<file path="config.mk">
export PLATFORM = sky130hd
export DESIGN_NAME = nibble_serializer
export DESIGN_NICKNAME = d
export VERILOG_FILES = /design/src/rtl/nibble_ser_pkg.sv /design/src/rtl/byte_fifo.sv /design/src/rtl/nibble_serializer.sv
export SDC_FILE = /design/constraint.sdc
export NUM_CORES = 1
export LEC_CHECK = 0
export BUFFER_PORTS_ARGS = -buffer_cell sky130_fd_sc_hd__buf_2
export CORE_UTILIZATION = 40
export CTS_BUF_LIST = sky130_fd_sc_hd__clkbuf_8
export DETAILED_ROUTE_END_ITERATION = 8
export PLACE_DENSITY = 0.62
export SLEW_MARGIN = 20
export SYNTH_ARGS = -nofsm -noshare
export SYNTH_HDL_FRONTEND = slang
export SYNTH_HIERARCHICAL = 1
export SYNTH_SLANG_ARGS = --single-unit
export TNS_END_PERCENT = 1
</file>
<file path="constraint.sdc">
create_clock -name clk -period 2.9 [get_ports clk]
set_clock_uncertainty 0.2 [all_clocks]
set_input_delay 0.435 -clock clk [delete_from_list [all_inputs] [get_ports clk]]
set_output_delay 0.435 -clock clk [all_outputs]
set_load 0.05 [all_outputs]
</file>
<file path="src/rtl/nibble_ser_pkg.sv">
// Shared types and constants for the byte-to-nibble serializer.
package nibble_ser_pkg;

    localparam int unsigned NIB_W  = 4;
    localparam int unsigned BYTE_W = 8;

    typedef enum logic [1:0] {
        IDLE   = 2'd0,
        FIRST  = 2'd1,
        SECOND = 2'd2
    } ser_state_e;

    typedef struct packed {
        logic [NIB_W-1:0] hi;
        logic [NIB_W-1:0] lo;
    } byte_s;

    // Nibble of a byte for a given phase; the order flips with msn_first.
    function automatic logic [NIB_W-1:0] pick_nib(input byte_s b, input logic second,
                                                  input logic msn_first);
        return (msn_first ^ second) ? b.hi : b.lo;
    endfunction

endpackage

</file>
<file path="src/rtl/byte_fifo.sv">
// Byte FIFO with registered occupancy and synchronous flush.
module byte_fifo
    import nibble_ser_pkg::*;
#(
    parameter int unsigned DEPTH = 2
) (
    input  logic                     clk,
    input  logic                     reset,
    input  logic                     flush,
    input  logic                     push,
    input  byte_s                    wdata,
    input  logic                     pop,
    output byte_s                    rdata,
    output logic                     full,
    output logic                     empty,
    output logic [$clog2(DEPTH):0]   level
);

    localparam int unsigned PTR_W = $clog2(DEPTH);
    localparam int unsigned LVL_W = PTR_W + 1;

    logic [PTR_W-1:0] wr_ptr;
    logic [PTR_W-1:0] rd_ptr;
    byte_s            mem [DEPTH];

    // Pointers wrap naturally since DEPTH is a power of two.
    always_ff @(posedge clk or negedge reset) begin
        if (!reset) begin
            wr_ptr <= '0;
            rd_ptr <= '0;
            level  <= '0;
        end else if (flush) begin
            wr_ptr <= '0;
            rd_ptr <= '0;
            level  <= '0;
        end else begin
            if (push) wr_ptr <= wr_ptr + PTR_W'(1);
            if (pop)  rd_ptr <= rd_ptr + PTR_W'(1);
            case ({push, pop})
                2'b10:   level <= level + LVL_W'(1);
                2'b01:   level <= level - LVL_W'(1);
                default: level <= level;
            endcase
        end
    end

    always_ff @(posedge clk) begin
        if (push) mem[wr_ptr] <= wdata;
    end

    assign rdata = mem[rd_ptr];
    assign full  = (level == LVL_W'(DEPTH));
    assign empty = (level == '0);

endmodule

</file>
<file path="src/rtl/nibble_serializer.sv">
// Buffers bytes in a small FIFO and emits each as two nibbles with valid/ready handshake.
module nibble_serializer
    import nibble_ser_pkg::*;
#(
    parameter int unsigned DEPTH     = 2,
    parameter bit          MSN_FIRST = 1'b1
) (
    input  logic                     clk,
    input  logic                     reset,
    input  logic                     flush,
    input  logic [BYTE_W-1:0]        in_data,
    input  logic                     in_valid,
    output logic                     in_ready,
    output logic [NIB_W-1:0]         out_nib,
    output logic                     out_valid,
    input  logic                     out_ready,
    output logic                     out_last,
    output logic [$clog2(DEPTH):0]   level
);

    ser_state_e       state;
    ser_state_e       state_nxt;
    byte_s            sreg;
    byte_s            sreg_nxt;
    byte_s            head;
    logic             full;
    logic             empty;
    logic             push_c;
    logic             pop_c;
    logic             load_c;
    logic             drop_c;
    logic [NIB_W-1:0] nib_nxt;
    logic             valid_nxt;
    logic             last_nxt;

    assign in_ready = !full;
    assign push_c   = in_valid && !full && !flush;

    byte_fifo #(
        .DEPTH (DEPTH)
    ) u_fifo (
        .clk   (clk),
        .reset (reset),
        .flush (flush),
        .push  (push_c),
        .wdata (byte_s'(in_data)),
        .pop   (pop_c),
        .rdata (head),
        .full  (full),
        .empty (empty),
        .level (level)
    );

    always_ff @(posedge clk or negedge reset) begin
        if (!reset) begin
            state     <= IDLE;
            sreg      <= '0;
            out_nib   <= '0;
            out_valid <= 1'b0;
            out_last  <= 1'b0;
        end else begin
            state     <= state_nxt;
            sreg      <= sreg_nxt;
            out_nib   <= nib_nxt;
            out_valid <= valid_nxt;
            out_last  <= last_nxt;
        end
    end

    // Outputs are computed one cycle ahead so they leave the block registered.
    always_comb begin
        state_nxt = state;
        sreg_nxt  = sreg;
        nib_nxt   = out_nib;
        valid_nxt = out_valid;
        last_nxt  = out_last;
        pop_c     = 1'b0;
        load_c    = 1'b0;
        drop_c    = 1'b0;

        if (flush) begin
            drop_c = 1'b1;
        end else begin
            case (state)
                IDLE: begin
                    if (!empty) load_c = 1'b1;
                end
                FIRST: begin
                    if (out_ready) begin
                        state_nxt = SECOND;
                        nib_nxt   = pick_nib(sreg, 1'b1, MSN_FIRST);
                        last_nxt  = 1'b1;
                    end
                end
                SECOND: begin
                    if (out_ready) begin
                        if (!empty) load_c = 1'b1;
                        else        drop_c = 1'b1;
                    end
                end
                default: drop_c = 1'b1;
            endcase
        end

        if (load_c) begin
            pop_c     = 1'b1;
            sreg_nxt  = head;
            state_nxt = FIRST;
            nib_nxt   = pick_nib(head, 1'b0, MSN_FIRST);
            valid_nxt = 1'b1;
            last_nxt  = 1'b0;
        end

        if (drop_c) begin
            state_nxt = IDLE;
            sreg_nxt  = '0;
            nib_nxt   = '0;
            valid_nxt = 1'b0;
            last_nxt  = 1'b0;
        end
    end

endmodule

</file>
==> results.rst, run 1 <==
.. list-table::
   :header-rows: 1

   * - Metric
     - Value
   * - Run status
     - complete, no violations
   * - Area growth from synthesis to layout
     - 19.33%
   * - Seq cells post-synth
     - 31
   * - Worst hold margin
     - about 0.14 ns
   * - Unrepaired setup endpoints after global routing
     - no
   * - Wire length of the first global-routing pass
     - just under 4000 um
   * - Final critical-path required period
     - between 2 and 2.5 ns
   * - Count of pins over their slew limit
     - 0
   * - Number of setup buffers added after CTS
     - 0
   * - Yosys warnings
     - 6
   * - Post-synth design cell area
     - 1340 um2
   * - Achievable frequency
     - just under 500 MHz
   * - Internal power of the cells
     - 0.8855 mW
   * - DRC violation count after routing
     - 0
   * - Worst-Margin Slew
     - between 0.4 and 0.5 ns
   * - Die boundary width
     - about 60 um
   * - Placer Congestion
     - approximately 0.68
   * - Max VDD drop
     - between 0.4 and 0.5 mV
   * - Ant diodes
     - 0
   * - Proportion of register bits with asynchronous set or reset after synthesis
     - approximately half
   * - Quantity of gates resized following cts
     - 0
   * - Syn Area/Cell
     - ~15 um2
   * - Reported max-cap violation count
     - 0
   * - Final net count
     - between 100 and 150
   * - Critical register-to-register path endpoint
     - u_fifo/level[1]$_DFFE_PN0P_
   * - Top post-synthesis cells by count
     - sky130_fd_sc_hd__edfxtp_1 (16), sky130_fd_sc_hd__dfrtp_1 (15), sky130_fd_sc_hd__a22o_1 (8), sky130_fd_sc_hd__mux2_2 (8), sky130_fd_sc_hd__nor2_1 (7)
   * - Hold Path Class
     - in -> reg
   * - Prevailing post-synth register cell
     - sky130_fd_sc_hd__edfxtp_1
   * - Hold Crit Depth
     - 1
   * - Cell type with the largest total area after synthesis
     - sky130_fd_sc_hd__edfxtp_1
   * - Total power per unit cell area
     - roughly 860 nW/um2
   * - Reg-to-reg critical path startpoint
     - u_fifo/level[0]$_DFFE_PN0P_
   * - Sum of negative setup slack
     - 0 ns
   * - Share of total power in the clock network
     - 24.5%
   * - CTS clock-pin slew for the worst setup and hold paths
     - approximately 0.07 ns
   * - CP startpoint kind
     - flop
   * - Remaining antenna violation count after routing
     - 0
   * - Total Die Area
     - about 3600 um2
   * - Number of sinks handled by clock tree synthesis
     - 31
   * - Layout fillers
     - between 200 and 300
   * - Worst setup path category
     - reg -> reg
   * - Total I/O pin count
     - 22
   * - Maximum number of pins on one net before global-route repair
     - 16
   * - Final period utilization
     - ~70%
   * - Buffer depth of the longest clock path
     - 2
   * - WL/cell
     - around 14 um
   * - Number of antenna violations at the first check in global routing
     - 0
   * - Net Sw Power
     - between 0.4 and 0.5 mW
   * - Number of H-tree levels
     - 2
   * - Register-to-register setup slack
     - approximately 0.87 ns
   * - Global route total overflow
     - 0
   * - Endpoint kind of the worst setup timing path
     - flop
   * - Unique cell type count in the Yosys netlist
     - 30
   * - Die boundary height
     - roughly 60 um
   * - Total number of placement rows
     - 20
   * - Cts bufs inserted
     - 5
   * - Switching fraction of total power
     - 35.44%
   * - Syn Nets
     - about 100
   * - Cells after synthesis
     - 89
   * - Quantity of hold-fixing buffers added after cts
     - 1
   * - CTS tree
     - built
   * - Max-slew headroom at the worst pin
     - between 70% and 80%
   * - First-iteration detailed-routing DRC count
     - 20
   * - Tot GR Track Use
     - 15.96%
   * - Cells on worst reg2reg path
     - 6
   * - Power share of the sequential group
     - roughly 44%
   * - Static leakage
     - 0.6810 nW
   * - Vias post-DR
     - between 700 and 800
   * - Cell at the root of the clock tree
     - sky130_fd_sc_hd__clkbuf_8
   * - Critical Path RT
     - 2.86 ns
   * - HPWL after detailed placement
     - ~1500 um
   * - Arrival time at the worst endpoint
     - between 1.5 and 2 ns
   * - IO Port Bufs
     - 21
   * - Number of flops mapped to enable cells by yosys
     - 16
   * - Final count of negative-setup-slack endpoints
     - 0
   * - Sequential-to-total area share from yosys stat
     - a little under two thirds
   * - Maximum fanout along the worst path
     - 13
   * - Latest clock arrival within the worst-skew pair
     - 0.28 ns
   * - Top cell type's share of synthesized area
     - 35.85%
   * - Part of the power in combinational logic
     - a little under a third
   * - Starting density of the core
     - between 40% and 50%
   * - Detailed-route wire length
     - between 2000 and 2500 um
   * - Endpoint of the worst hold-timing path
     - u_fifo/mem[1][4]$_DFFE_PP_
   * - Fraction of final layout cells with drive strength greater than 1
     - 36.13%
   * - First-pass detailed-route iteration total
     - 4
   * - Vias in the first global route
     - roughly 840
   * - Floorplan Core Area
     - around 3100 um2
   * - Final hold viol count
     - 0
   * - Via count normalized by instance count
     - roughly 4.9
   * - Biggest area contributors in the synthesized netlist
     - sky130_fd_sc_hd__edfxtp_1 (36%), sky130_fd_sc_hd__dfrtp_1 (28%), sky130_fd_sc_hd__mux2_2 (6.7%), sky130_fd_sc_hd__a22o_1 (5.2%), sky130_fd_sc_hd__mux2_1 (3.4%)
   * - Most frequent cell after synthesis
     - sky130_fd_sc_hd__edfxtp_1
   * - Launch point of the worst hold path
     - in_data[4]
==> cell type report <==
cell class / count / area [um2] / share of cell area (%)
clock inverters: 2 / 7.507 / 0.4695
inverters: 2 / 7.507 / 0.4695
repair buffers: 25 / 137.6 / 8.607
well taps: 44 / 55.05 / 3.443
clock buffers: 6 / 82.58 / 5.164
flip-flops and latches: 31 / 855.8 / 53.52
multi-input cells: 53 / 452.9 / 28.33
==> flip-flops by register name, summed over array words and instances (netlist names) <==
register / flops
sreg: 4
u_fifo/level: 2
u_fifo/mem: 16
out_valid: 1
u_fifo/wr_ptr: 1
u_fifo/rd_ptr: 1
out_nib: 4
state: 2
==> worst max-delay path by stage <==
| stage | start | end | cells after the start |
|---|---|---|---|
| after global routing | u_fifo/level[0]$_DFFE_PN0P_ | u_fifo/level[1]$_DFFE_PN0P_ | 6 |
| final | u_fifo/level[0]$_DFFE_PN0P_ | u_fifo/level[1]$_DFFE_PN0P_ | 6 |
| after global placement | out_ready | u_fifo/level[1]$_DFFE_PN0P_ | 7 |
| after detailed placement | out_ready | u_fifo/level[1]$_DFFE_PN0P_ | 7 |
| after CTS | u_fifo/level[0]$_DFFE_PN0P_ | u_fifo/level[1]$_DFFE_PN0P_ | 6 |
| after floorplan | u_fifo/level[0]$_DFFE_PN0P_ | u_fifo/level[1]$_DFFE_PN0P_ | 5 |
==> stage by stage <==
step                area, um2  std cells  power, mW  worst slack [ns]  util (%)
detailed placement       1499        154      1.047            0.8427     47.92
global route             1599        163      1.452            0.7657     51.12
global placement         1499        154      1.039            0.9185     47.92
CTS                      1599        163      1.395            0.8721     51.12
floorplan                1340         89     0.9501            0.5334         -
finish                   1599        163      1.372            0.8692     51.12
==> layer usage <==
| layer | wire (um) | share of wire, % | global-route usage, % | vias up |
|---|---|---|---|---|
| met5 | 0 | 0 | 0 | - |
| met3 | 83 | 3.6 | 6.494 | 2 |
| li1 | - | - | - | 393 |
| met4 | 17 | 0.73 | 7.973 | 0 |
| met2 | 1208 | 52 | 26.19 | 15 |
| met1 | 1004 | 43 | 17.84 | 387 |
==> cells by family after synthesis <==
| family | synth area share, % |
|---|---|
| xor gates and xnor gates | 2.615 |
| muxes | 10.08 |
| AOI/OAI and AO/OA | 12.23 |
| and+or+nand+nor | 8.870 |
| buffers and inverters | 2.334 |
| DFF | 63.87 |
==> critical path, stage by stage (launching register included) <==
cell,delay [ns]
sky130_fd_sc_hd__dfrtp_1,0.44
sky130_fd_sc_hd__nor2_1,0.15
sky130_fd_sc_hd__a2111oi_4,0.33
sky130_fd_sc_hd__buf_4,0.24
sky130_fd_sc_hd__nor3b_1,0.30
sky130_fd_sc_hd__o21ai_0,0.10
sky130_fd_sc_hd__nor3b_2,0.15
==> placed cells by master, fill, tap and decap left out, drive strengths merged <==
| cell type | instances |
|---|---|
| inv | 3 |
| clkbuf | 6 |
| nand3b | 1 |
| edfxtp | 16 |
| and2 | 2 |
| dlygate4sd3 | 1 |
| nor2b | 2 |
| nor3 | 2 |
| buf | 24 |
| clkinv | 1 |
| mux2 | 12 |
| or3b | 1 |
| o21ai | 2 |
| nor3b | 3 |
| a21oi | 3 |
| a21o | 1 |
| a211oi | 1 |
| nor2 | 7 |
| xor2 | 2 |
| and3b | 1 |
| a22o | 8 |
| dfrtp | 15 |
| o21bai | 1 |
| xnor2 | 2 |
| a22oi | 1 |
| a2111oi | 1 |
==> power by group through the flow <==
stage	logic (mW)	registers [mW]	clock network (mW)
after global routing	0.464	0.618	0.371
after floorplan	0.257	0.693	0
after global placement	0.428	0.610	0
after detailed placement	0.432	0.615	0
final	0.429	0.606	0.336
after CTS	0.435	0.607	0.353
Power figures use the tool's default switching activity.
==> inputs of run 2 (changes only) <==
- clock period: 2.9 -> 2.02 ns (I/O delays scaled with it)
==> run 2 against run 1 <==
Combinational power up 52%. Via count up 4.4%. Non-clock buffer count up 10. Sequential share of layout area down 3.3 points. Register-to-register slack worse by 0.73 ns. Clock-buffer cell count up 1. Die area unchanged. Global-route usage down 0.33 points. Sequential power up 43%. Design area up 7.0%. Utilization up 3.6 points. Critical endpoint is now out_nib[3]$_DFFE_PN0P_. Highest routed layer unchanged.
==> results.rst, run 2 (synthesized netlist as in run 1, its figures left out) <==
.. list-table::
   :header-rows: 1

   * - Metric
     - Value
   * - Final critical-path required period
     - 1.880 ns (was 2.031 ns)
   * - Placer Congestion
     - 0.7331 (was 0.6755)
   * - CTS clock-pin slew for the worst setup and hold paths
     - 0.06 ns (was 0.07 ns)
   * - CTS tree
     - built (unchanged)
   * - Latest clock arrival within the worst-skew pair
     - 0.28 ns (about the same)
   * - Cell at the slowest stage of the critical path
     - sky130_fd_sc_hd__dfrtp_2 (was sky130_fd_sc_hd__dfrtp_1)
   * - Final count of negative-setup-slack endpoints
     - 0 (unchanged)
   * - Worst-case setup slack after placement
     - 0.1258 ns (was 0.8427 ns)
   * - Post-route setup slack
     - 0.1399 ns (was 0.8692 ns)
   * - Total number of placement rows
     - 20 (unchanged)
   * - Critical Path Stages
     - 5 (was 6)
   * - Vias post-DR
     - 832 (was 797)
   * - Buffer depth of the longest clock path
     - 2 (unchanged)
   * - Unrepaired setup endpoints after global routing
     - no (unchanged)
   * - Vias in the first global route
     - 824 (was 842)
   * - Total I/O pin count
     - 22 (unchanged)
   * - Floorplan Core Area
     - 3128 um2 (unchanged)
   * - Maximum fanout along the worst path
     - 10 (was 13)
   * - CP startpoint kind
     - flop (unchanged)
   * - Family with the most delay on the worst path
     - flip-flops (was simple AND/OR/NAND/NOR gates)
   * - Remaining antenna violation count after routing
     - 0 (unchanged)
   * - Crit-path max cell delay
     - 0.44 ns (about the same)
   * - Detailed-route wire length
     - 2282 um (was 2314 um)
   * - Top Registers
     - u_fifo/mem: 16 flops, out_nib: 4 flops, sreg: 4 flops (unchanged)
   * - Total power per unit cell area
     - 1200 nW/um2 (was 857.8 nW/um2)
   * - Die boundary width
     - 59.88 um (unchanged)
   * - Final net count
     - 141 (was 131)
   * - Wire length of the first global-routing pass
     - 3732 um (was 3850 um)
   * - Via count normalized by instance count
     - 4.809 (was 4.890)
   * - Reg-to-reg critical path startpoint
     - u_fifo/level[0]$_DFFE_PN0P_ (unchanged)
   * - First-iteration detailed-routing DRC count
     - 43 (was 20)
   * - DRC violation count after routing
     - 0 (unchanged)
   * - Run status
     - complete, no violations (unchanged)
   * - Cell at the root of the clock tree
     - sky130_fd_sc_hd__clkbuf_8 (unchanged)
   * - Count of buffer and inverter cells on the critical path
     - 1 (unchanged)
   * - First-pass detailed-route iteration total
     - 3 (was 4)
   * - Reported max-cap violation count
     - 0 (unchanged)
   * - Launch point of the worst hold path
     - in_data[4] (unchanged)
   * - Critical Path RT
     - 1.98 ns (was 2.86 ns)
   * - Leading cell types in the layout, fill and taps excluded
     - sky130_fd_sc_hd__buf_2 (21), sky130_fd_sc_hd__edfxtp_1 (16), sky130_fd_sc_hd__dfrtp_1 (12) (was sky130_fd_sc_hd__buf_2 (21), sky130_fd_sc_hd__edfxtp_1 (16), sky130_fd_sc_hd__dfrtp_1 (15))
   * - Hold Path Class
     - in -> reg (unchanged)
   * - Hold Crit Depth
     - 1 (unchanged)
   * - Utilization of the core after routing
     - 54.72% (was 51.12%)
   * - Static leakage
     - 0.7219 nW (was 0.6810 nW)
   * - Starting density of the core
     - 42.84% (unchanged)
   * - Number of antenna violations at the first check in global routing
     - 0 (unchanged)
   * - IO Port Bufs
     - 21 (unchanged)
   * - Final period utilization
     - 93.08% (was 70.03%)
   * - HPWL after detailed placement
     - 1602 um (was 1545 um)
   * - Endpoint kind of the worst setup timing path
     - flop (unchanged)
   * - Worst hold margin
     - 0.01572 ns (was 0.1403 ns)
   * - Achievable frequency
     - 531.9 MHz (was 492.4 MHz)
   * - Number of flip-flops in the largest register
     - 16 (unchanged)
   * - Cells along the critical path
     - nor2_1, a2111oi_4, buf_4, a22o_1, mux2_1 (was nor2_1, a2111oi_4, buf_4, nor3b_1, o21ai_0, nor3b_2)
   * - Launching instance or port of the critical path
     - u_fifo/level[0]$_DFFE_PN0P_ (unchanged)
   * - Cts bufs inserted
     - 5 (unchanged)
   * - Final hold viol count
     - 0 (unchanged)
   * - Area growth from synthesis to layout
     - 27.73% (was 19.33%)
   * - WL/cell
     - 13.19 um (was 14.20 um)
   * - Ant diodes
     - 0 (unchanged)
   * - Cells on worst reg2reg path
     - 5 (was 6)
   * - Leading cell type in the layout, fill and taps excluded
     - sky130_fd_sc_hd__buf_2 (unchanged)
   * - Global route total overflow
     - 0 (unchanged)
   * - Max-slew headroom at the worst pin
     - 73.86% (was 73.21%)
   * - Maximum number of pins on one net before global-route repair
     - 16 (unchanged)
   * - Count of pins over their slew limit
     - 0 (unchanged)
   * - Top register by number of flip-flops
     - u_fifo/mem (unchanged)
   * - Number of sinks handled by clock tree synthesis
     - 31 (unchanged)
   * - Fraction of final layout cells with drive strength greater than 1
     - 40.31% (was 36.13%)
   * - Die boundary height
     - 59.88 um (unchanged)
   * - Total Die Area
     - 3586 um2 (unchanged)
   * - Final Total Pwr
     - 2.053 mW (was 1.372 mW)
   * - Worst-Margin Slew
     - 0.3920 ns (was 0.4019 ns)
   * - Worst setup path category
     - reg -> reg (unchanged)
   * - Arrival time at the worst endpoint
     - 1.84 ns (was 1.99 ns)
   * - Number of H-tree levels
     - 2 (unchanged)
   * - Max VDD drop
     - 0.5289 mV (was 0.4063 mV)
   * - Tot GR Track Use
     - 15.63% (was 15.96%)
==> run 2: timing repair <==
item / in CTS / in global routing
hold buffers: 8 / 0
gates resized for setup: 0 / 0
setup buffers: 0 / 0
hold endpoints to repair: 29 / 0
==> run 2: final timing paths <==
path / end / slack [ns]
max in group asynchronous: u_fifo/level[1]$_DFFE_PN0P_ / 1.11
min in group asynchronous: out_valid$_DFFE_PN0P_ / 0.25
min reg2reg: out_nib[0]$_DFFE_PN0P_ / 0.29
max reg2reg: out_nib[3]$_DFFE_PN0P_ / 0.14
min: u_fifo/mem[0][4]$_DFFE_PP_ / 0.02
max: out_nib[3]$_DFFE_PN0P_ / 0.14
==> run 2: area by class of cell <==
class | count | area (um2)
clock inverters | 1 | 7.507
clock buffers | 7 | 96.34
multi-input cells | 53 | 455.4
well taps | 44 | 55.05
inverters | 2 | 7.507
flip-flops and latches | 31 | 859.6
repair buffers | 35 | 230.2
fillers | 268 | 1416
==> run 2: metrics by stage <==
| stage | instances | area [um2] | setup TNS (ns) |
|---|---|---|---|
| CTS | 173 | 1712 | 0 |
| finish | 173 | 1712 | 0 |
| global route | 173 | 1712 | 0 |
| detailed placement | 157 | 1528 | 0 |
| global placement | 157 | 1528 | 0 |
| floorplan | 89 | 1346 | -1.019 |
==> run 2: where the power goes <==
part           switching (mW)  leakage (nW)  internal (mW)  total (mW)
registers              0.0943         0.345          0.772       0.866
clock network           0.226        0.0505          0.309       0.535
logic                   0.392         0.327          0.260       0.652
total                   0.712         0.722           1.34        2.05
==> run 2: layer usage <==
| layer | track usage, % | vias up | routed length [um] |
|---|---|---|---|
| met1 | 17.28 | 404 | 1038 |
| met3 | 5.844 | 5 | 69 |
| met2 | 25.24 | 16 | 1114 |
| met5 | 0 | - | 0 |
| met4 | 9.967 | 0 | 60 |
| li1 | - | 407 | - |
